<file path="src/rtl/mem_arb_pkg.sv">
// Shared definitions for the IF/MEM memory port arbiter: arbiter states,
// requester identifiers and the legal range of the RAM wait-cycle count.
package mem_arb_pkg;

    typedef enum logic [1:0] {
        ARB_IDLE     = 2'd0,
        ARB_BUSY_IF  = 2'd1,
        ARB_BUSY_MEM = 2'd2
    } arb_state_t;

    localparam logic REQ_IF  = 1'b0;
    localparam logic REQ_MEM = 1'b1;

    localparam int WAIT_MIN = 1;
    localparam int WAIT_MAX = 15;

    // Keeps the wait count inside what the 4-bit occupancy counter can hold.
    function automatic int clamp_wait(input int w);
        if (w < WAIT_MIN)
            return WAIT_MIN;
        else if (w > WAIT_MAX)
            return WAIT_MAX;
        else
            return w;
    endfunction

endpackage

</file>
<file path="src/rtl/mem_arb_perf.sv">
// Saturating stall-cycle counters for the two requesters of mem_port_arbiter.
// Only instantiated when MEM_ARB_PERF_EN is defined.
module mem_arb_perf (
    input  logic        clock,
    input  logic        reset,
    input  logic        stall_if,
    input  logic        stall_mem,
    output logic [31:0] perf_if_wait,
    output logic [31:0] perf_mem_wait
);

    // Count every cycle each port is stalled, sticking at all-ones.
    always_ff @(posedge clock or posedge reset) begin
        if (reset) begin
            perf_if_wait  <= '0;
            perf_mem_wait <= '0;
        end else begin
            if (stall_if && (perf_if_wait != '1))
                perf_if_wait <= perf_if_wait + 32'd1;
            if (stall_mem && (perf_mem_wait != '1))
                perf_mem_wait <= perf_mem_wait + 32'd1;
        end
    end

endmodule

</file>
<file path="src/rtl/mem_port_arbiter.sv">
// Shares one single-port synchronous RAM between the IF and MEM requesters.
// MEM always wins over IF, each access occupies the RAM for WAIT_CYCLES
// cycles and finishes with a one-cycle ready pulse plus registered data.
// Optional MEM_ARB_PERF_EN adds saturating stall-cycle counters.
module mem_port_arbiter
    import mem_arb_pkg::*;
#(
    parameter int ADDR_W      = 32,
    parameter int DATA_W      = 32,
    parameter int WAIT_CYCLES = 1
) (
    input  logic              clock,
    input  logic              reset,
    input  logic              if_req,
    input  logic [ADDR_W-1:0] if_addr,
    output logic [DATA_W-1:0] if_rdata,
    output logic              if_ready,
    input  logic              mem_req,
    input  logic              mem_we,
    input  logic [ADDR_W-1:0] mem_addr,
    input  logic [DATA_W-1:0] mem_wdata,
    output logic [DATA_W-1:0] mem_rdata,
    output logic              mem_ready,
    output logic              ram_en,
    output logic              ram_we,
    output logic [ADDR_W-1:0] ram_addr,
    output logic [DATA_W-1:0] ram_wdata,
    input  logic [DATA_W-1:0] ram_rdata,
    output logic              stall_if,
    output logic              stall_mem
`ifdef MEM_ARB_PERF_EN
    ,
    output logic [31:0]       perf_if_wait,
    output logic [31:0]       perf_mem_wait
`endif
);

    localparam int         WAIT_EFF = clamp_wait(WAIT_CYCLES);
    localparam logic [3:0] CNT_LOAD = 4'(WAIT_EFF - 1);

    arb_state_t        state;
    arb_state_t        state_nxt;
    logic [3:0]        cnt;
    logic [3:0]        cnt_nxt;
    logic              ram_en_nxt;
    logic              ram_we_nxt;
    logic [ADDR_W-1:0] ram_addr_nxt;
    logic [DATA_W-1:0] ram_wdata_nxt;
    logic              if_ready_nxt;
    logic              mem_ready_nxt;
    logic [DATA_W-1:0] if_rdata_nxt;
    logic [DATA_W-1:0] mem_rdata_nxt;
    logic              if_elig;
    logic              mem_elig;
    logic              done_id;

    assign stall_if  = if_req & ~if_ready;
    assign stall_mem = mem_req & ~mem_ready;

    // A port whose ready is pulsing this cycle has just been served and must
    // not be granted again on the same edge.
    assign if_elig  = if_req & ~if_ready;
    assign mem_elig = mem_req & ~mem_ready;
    assign done_id  = (state == ARB_BUSY_MEM) ? REQ_MEM : REQ_IF;

    // State register.
    always_ff @(posedge clock or posedge reset) begin
        if (reset)
            state <= ARB_IDLE;
        else
            state <= state_nxt;
    end

    // Grant, occupancy countdown and completion decisions.
    always_comb begin
        state_nxt     = state;
        cnt_nxt       = cnt;
        ram_en_nxt    = ram_en;
        ram_we_nxt    = ram_we;
        ram_addr_nxt  = ram_addr;
        ram_wdata_nxt = ram_wdata;
        if_ready_nxt  = 1'b0;
        mem_ready_nxt = 1'b0;
        if_rdata_nxt  = if_rdata;
        mem_rdata_nxt = mem_rdata;
        case (state)
            ARB_IDLE: begin
                if (mem_elig) begin
                    state_nxt     = ARB_BUSY_MEM;
                    ram_en_nxt    = 1'b1;
                    ram_we_nxt    = mem_we;
                    ram_addr_nxt  = mem_addr;
                    ram_wdata_nxt = mem_wdata;
                    cnt_nxt       = CNT_LOAD;
                end else if (if_elig) begin
                    state_nxt     = ARB_BUSY_IF;
                    ram_en_nxt    = 1'b1;
                    ram_we_nxt    = 1'b0;
                    ram_addr_nxt  = if_addr;
                    ram_wdata_nxt = '0;
                    cnt_nxt       = CNT_LOAD;
                end
            end
            ARB_BUSY_IF, ARB_BUSY_MEM: begin
                if (cnt != 4'd0) begin
                    cnt_nxt = cnt - 4'd1;
                end else begin
                    state_nxt  = ARB_IDLE;
                    ram_en_nxt = 1'b0;
                    ram_we_nxt = 1'b0;
                    if (done_id == REQ_MEM) begin
                        mem_ready_nxt = 1'b1;
                        if (!ram_we)
                            mem_rdata_nxt = ram_rdata;
                    end else begin
                        if_ready_nxt = 1'b1;
                        if_rdata_nxt = ram_rdata;
                    end
                end
            end
            default: state_nxt = ARB_IDLE;
        endcase
    end

    // Registered RAM command, counter, ready pulses and read-data holding.
    always_ff @(posedge clock or posedge reset) begin
        if (reset) begin
            cnt       <= '0;
            ram_en    <= 1'b0;
            ram_we    <= 1'b0;
            ram_addr  <= '0;
            ram_wdata <= '0;
            if_ready  <= 1'b0;
            mem_ready <= 1'b0;
            if_rdata  <= '0;
            mem_rdata <= '0;
        end else begin
            cnt       <= cnt_nxt;
            ram_en    <= ram_en_nxt;
            ram_we    <= ram_we_nxt;
            ram_addr  <= ram_addr_nxt;
            ram_wdata <= ram_wdata_nxt;
            if_ready  <= if_ready_nxt;
            mem_ready <= mem_ready_nxt;
            if_rdata  <= if_rdata_nxt;
            mem_rdata <= mem_rdata_nxt;
        end
    end

`ifdef MEM_ARB_PERF_EN
    mem_arb_perf u_perf (
        .clock         (clock),
        .reset         (reset),
        .stall_if      (stall_if),
        .stall_mem     (stall_mem),
        .perf_if_wait  (perf_if_wait),
        .perf_mem_wait (perf_mem_wait)
    );
`endif

endmodule

</file>
<file path="config.mk">
export PLATFORM = sky130hd
export DESIGN_NAME = mem_port_arbiter
export DESIGN_NICKNAME = d
export VERILOG_FILES = /design/src/rtl/mem_arb_pkg.sv /design/src/rtl/mem_arb_perf.sv /design/src/rtl/mem_port_arbiter.sv
export SDC_FILE = /design/constraint.sdc
export NUM_CORES = 1
export LEC_CHECK = 0
export BUFFER_PORTS_ARGS = -buffer_cell sky130_fd_sc_hd__buf_2
export CORE_MARGIN = 1
export CORE_UTILIZATION = 46
export DETAILED_ROUTE_END_ITERATION = 12
export PLACE_DENSITY = 0.87
export REMOVE_ABC_BUFFERS = 1
export SLEW_MARGIN = 20
export SYNTH_ARGS = -nofsm -noshare
export SYNTH_HDL_FRONTEND = slang
export SYNTH_SLANG_ARGS = --single-unit
</file>
<file path="constraint.sdc">
create_clock -name clock -period 5.32 [get_ports clock]
set_input_delay 1.064 -clock clock [delete_from_list [all_inputs] [get_ports clock]]
set_output_delay 1.064 -clock clock [all_outputs]
set_load 0.05 [all_outputs]
</file>
==> out/qor.txt, run 1 <==
Worst path max stage delay: 300 ps
mux share of post-synthesis cell area: 18.9%
TritonRoute pass-1 iters: 8
Critical Setup Path Class: input pin to output pin
Hold-fix buffers, CTS: 0
Core Area: 0.0116 mm²
Synth area leader: dfrtp_1
I/O pin count: 267
synthesized cell area: 0.00552 mm²
worst slew pin tran: 842 ps
count of final setup violators: 0
Most used DFF post-synth: dfrtp_1
GRT Overall Usage: 21.6%
Post-synth top cells: dfrtp_1, mux2_2, nand2_1
asr flop ratio synth: 100%
CTS tree: built
CP endpoint kind: output pin
fin area: 0.00751 mm²
Synth cell types: 33
DRC: 15
Pins Over Slew Limit: 0
vias in the first global route: 4285
#FFs+latches synth: 138
peak fanout along the critical path: 3
largest net degree at the start of global routing: 97
post_cts resized: 0
delay-heaviest family, CP: buffers and inverters
setup bufs post-CTS: 0
Startpoint Class: input pin
Setup WS pre-CTS: 2590 ps
layout cells sized above 1: 54.5%
simple-gate share of the synthesized area: 4.67%
max-cap violation count: 0
clk sink count: 138
ANT cells: 0
area grow syn2layout: 36.1%
hpwl dp: 9380 µm
Routability Congestion: 0.792
Post-DP Area: 0.00694 mm²
xor/xnor share of the synthesized area: 0%
Critical Path RT: 4260 ps
count leader, synth: dfrtp_1
area of the multi-input gates: 0.00190 mm²
Achievable Freq: 365 MHz
# fillers: 887
Iteration-0 DRC Markers: 171
die outline area: 0.0124 mm²
Hold Path Class: flip-flop to flip-flop
die width: 112 µm
sequential fraction of the synthesis area: 62.6%
outcome: complete, but fails checks
CP cell instances: buf_2 -> nand2b_1 -> inv_1 -> buf_2
initial antenna violation count: 0
Synth Area in Compound Gates: 10.0%
Adder-Cell Fraction of Synth Area: 0.680%
Post-synth EDFFs: 0
TNS Setup: 0 ps
syn avg cell area: 13.6 µm²
synth top area cells: dfrtp_1, mux2_2, mux2i_1
most used cell along the critical path: buf_2
Yosys Warn Count: 0
Syn Inst Count: 406
Final Skew: 10.7 ps
fin nets: 806
final WL: 13000 µm
CP Buf/Inv Count: 3
first-pass GRT wire length: 20900 µm
total CTS buffers: 17
CP max stage cell: buf_2
RSZ-0062 raised after global routing: no
CTS HTree Levels: 4
clock slew at reported path FFs: 60 ps
grt total ovfl: 0
top-area cell type share of the netlist area: 62.6%
Clk Latency, worst-skew pair: 410 ps
slack of the critical path: 2580 ps
largest family of logic cells by synthesized area: multiplexers
number of core rows: 39
register area: 0.00345 mm²
PortBufs: 266
Arr. time, crit path: 1680 ps
CTS Root Cell: clkbuf_16
min Tclk post-route: 2740 ps
DRT antenna net count: 0
WL per Instance: 15.7 µm
Final Hold Fails: 0
via/cell ratio: 5.11
failing checks: DRC
clk buf depth: 2
Starting Density: 47.7%
final period utilization: 51.5%
DIE HEIGHT: 112 µm
DR vias: 4222
Max-slew headroom: 43.9%
==> path summary, 6_finish.rpt <==
kind	from	end	slack, ps	cells after the start
max in group asynchronous	reset	ram_addr[3]	3390	3
setup reg to reg	state[1]	if_rdata[5]	3110	6
hold reg to reg	ram_addr[31]	ram_addr[31]	470	2
min in group asynchronous	reset	mem_rdata[19]	780	2
hold / removal	ram_addr[31]	ram_addr[31]	470	2
setup / recovery	if_req	stall_if	2580	4
==> cells by family after synthesis <==
| kind of cell | Yosys count |
|---|---|
| and+or+nand+nor | 55 |
| buffers and inverters | 34 |
| DFF | 138 |
| AOI/OAI and AO/OA | 80 |
| adders and majority gates | 3 |
| muxes | 96 |
==> cells in the final DEF (no fill, tap or decap), drive strengths merged <==
cell type,count
o211ai,1
o22ai,1
nand2,35
a311o,1
nand3,2
nor3b,1
and3,2
nor2,3
clkbuf,17
o2bb2ai,2
nor2b,1
clkinvlp,1
a31oi,1
mux2i,32
and2b,1
nand3b,1
a22o,33
and2,1
ha,3
mux2,64
nor3,3
nand2b,4
a21oi,3
nand4,1
dfrtp,138
buf,271
a21o,3
o21ai,35
inv,19
clkinv,3
==> tightest hold or removal path: stages, from the launching register on <==
cell and delay, ps:
dfrtp_1 340, nand2_1 40, o21ai_0 60
==> per-layer routing <==
metal	vias to the layer above	global-route usage (%)	share of wire [%]
met4	0	9.46	2.1
met3	24	4.84	5.6
met1	2045	24.4	39
li1	1983	-	-
met2	170	39.0	54
met5	-	0	0
==> layout make-up <==
class,count,share of cell area [%]
Inverter,8,0.467
Multi-Input combinational cell,234,25.3
Tap cell,143,2.38
Timing Repair Buffer,271,18.2
Clock inverter,15,1.97
Clock buffer,17,5.66
Sequential cell,138,46.0
==> flip-flops by register name, summed over array words and instances, names as in the netlist <==
name,cells
cnt,4
if_rdata,32
if_ready,1
mem_rdata,32
mem_ready,1
ram_addr,32
ram_en,1
ram_wdata,32
ram_we,1
state,2
==> metrics by stage <==
step	utilization (%)	cells	hold slack (ps)
after global routing	64.9	826	500
after global placement	60.0	794	458
after detailed placement	60.0	794	466
after floorplan	-	380	473
final	64.9	826	475
after CTS	64.9	826	480
Power of run 1 is left out: the tool's default activity adds up to more than one toggle a clock period on the data nets, which glitch-free logic cannot reach.
==> inputs of run 2 (changes only) <==
Clock period 5.32 ns to 2.6 ns, I/O delays scaled along.
==> run 2 against run 1 <==
  * The run still ends with DRC left
  * Critical path depth rose by 2
  * Non-clock buffer count grew 3
  * Cell area is 0.92% higher
  * First-iteration DRC count grew 7.0%
  * Sequential share of layout area fell by 0.42 points
  * Final cell count grew 0.24%
  * Wire length is 2.2% higher
  * Utilization grew 0.60 points
  * Global-route usage grew 0.86 points
  * Register-to-register slack got worse by 2600 ps
  * Worst hold slack worse by 310 ps
==> out/qor.txt, run 2 (synthesized netlist as in run 1, its figures left out) <==
CP endpoint kind: flip-flop
initial antenna violation count: 0
Critical R2R Launch: state[1]
final WL: 13300 µm
CTS Root Cell: clkbuf_16
die width: 112 µm
outcome: complete, but fails checks
clock slew at reported path FFs: 50 ps
Final Hold Fails: 0
die outline area: 0.0124 mm²
CTS tree: built
WL per Instance: 16.1 µm
fin nets: 809
PortBufs: 266
ANT cells: 0
Startpoint Class: flip-flop
Pins Over Slew Limit: 0
area of the multi-input gates: 0.00190 mm²
number of core rows: 39
Achievable Freq: 468 MHz
min Tclk post-route: 2140 ps
Routability Congestion: 0.872
Critical Setup Path Class: flip-flop to flip-flop
failing checks: DRC
grt total ovfl: 0
Max-slew headroom: 59.6%
post_cts resized: 0
Critical Path RT: 2890 ps
I/O pin count: 267
first-pass GRT wire length: 21500 µm
Hold Path Class: input pin to async pin
via/cell ratio: 5.10
peak fanout along the critical path: 33
worst setup path start: state[1]
fin cells: 828
clk sink count: 138
area grow syn2layout: 37.4%
placed cells: 797
final period utilization: 82.2%
Iteration-0 DRC Markers: 183
# fillers: 859
count of final setup violators: 0
largest net degree at the start of global routing: 81
DRT antenna net count: 0
TritonRoute pass-1 iters: 8
vias in the first global route: 4383
clk buf depth: 2
Final Skew: 7.77 ps
commonest non-fill, non-tap cell in the layout: buf_2
max-cap violation count: 0
Arr. time, crit path: 2430 ps
GRT Overall Usage: 22.4%
commonest non-fill, non-tap cells in the layout: buf_2, dfrtp_1, mux2_2
DRC: 15
layout cells sized above 1: 54.0%
Clk Latency, worst-skew pair: 410 ps
worst slew pin tran: 600 ps
register area: 0.00345 mm²
TNS Setup: 0 ps
CTS HTree Levels: 4
DIE HEIGHT: 112 µm
RSZ-0062 raised after global routing: no
Core Area: 0.0116 mm²
DR vias: 4225
setup bufs post-CTS: 0
hpwl dp: 9910 µm
Hold-fix buffers, CTS: 0
total CTS buffers: 17
Starting Density: 47.7%
-- run 2: cell types whose count changed in the layout (fill, tap and decap cells not counted), sizes merged --
| cell | change |
|---|---|
| inv | -10 |
| clkbuf | +8 |
| buf | +3 |
| bufinv | +2 |
| clkinv | -1 |
-- run 2: cell type report --
| cell class | instances | share of cell area [%] |
|---|---|---|
| clock buffers | 25 | 6.54 |
| repair buffers | 274 | 18.9 |
| inverters | 8 | 0.462 |
| well taps | 143 | 2.36 |
| multi-input cells | 234 | 25.1 |
| clock inverters | 6 | 1.14 |
| flip-flops and latches | 138 | 45.6 |
-- run 2: critical path, cell delays in order (launching register included) --
cell     delay (ps)
dfrtp_1         370
inv_1            50
ha_1            400
and2b_1         200
nor3b_4         180
buf_4           410
mux2_2          390
-- run 2: path summary, 6_finish.rpt --
path	depth (start not counted)	end	slack (ps)
hold / removal	2	mem_rdata[19]	170
min in group clock	2	ram_wdata[14]	320
setup reg to reg	6	if_rdata[1]	460
max in group asynchronous	3	if_rdata[6]	1760
setup / recovery	6	if_rdata[1]	460
hold reg to reg	2	ram_addr[18]	470
-- run 2: metrics by stage --
stage	cell area (µm²)	util, %	setup slack [ps]	hold slack [ps]
after detailed placement	7000	60.5	466	465
final	7580	65.5	463	169
after floorplan	5370	-	-2070	473
after global placement	7000	60.5	584	458
after global routing	7580	65.5	294	204
after CTS	7580	65.5	458	175
-- run 2: metal layers --
layer	global-route usage, %	share of wire (%)	up-vias
met1	26.8	39	2051
met2	37.5	52	161
met5	0	0	-
li1	-	-	1986
met4	10.5	2.7	0
met3	6.64	6.3	27
Power of run 2 is left out for the same reason.
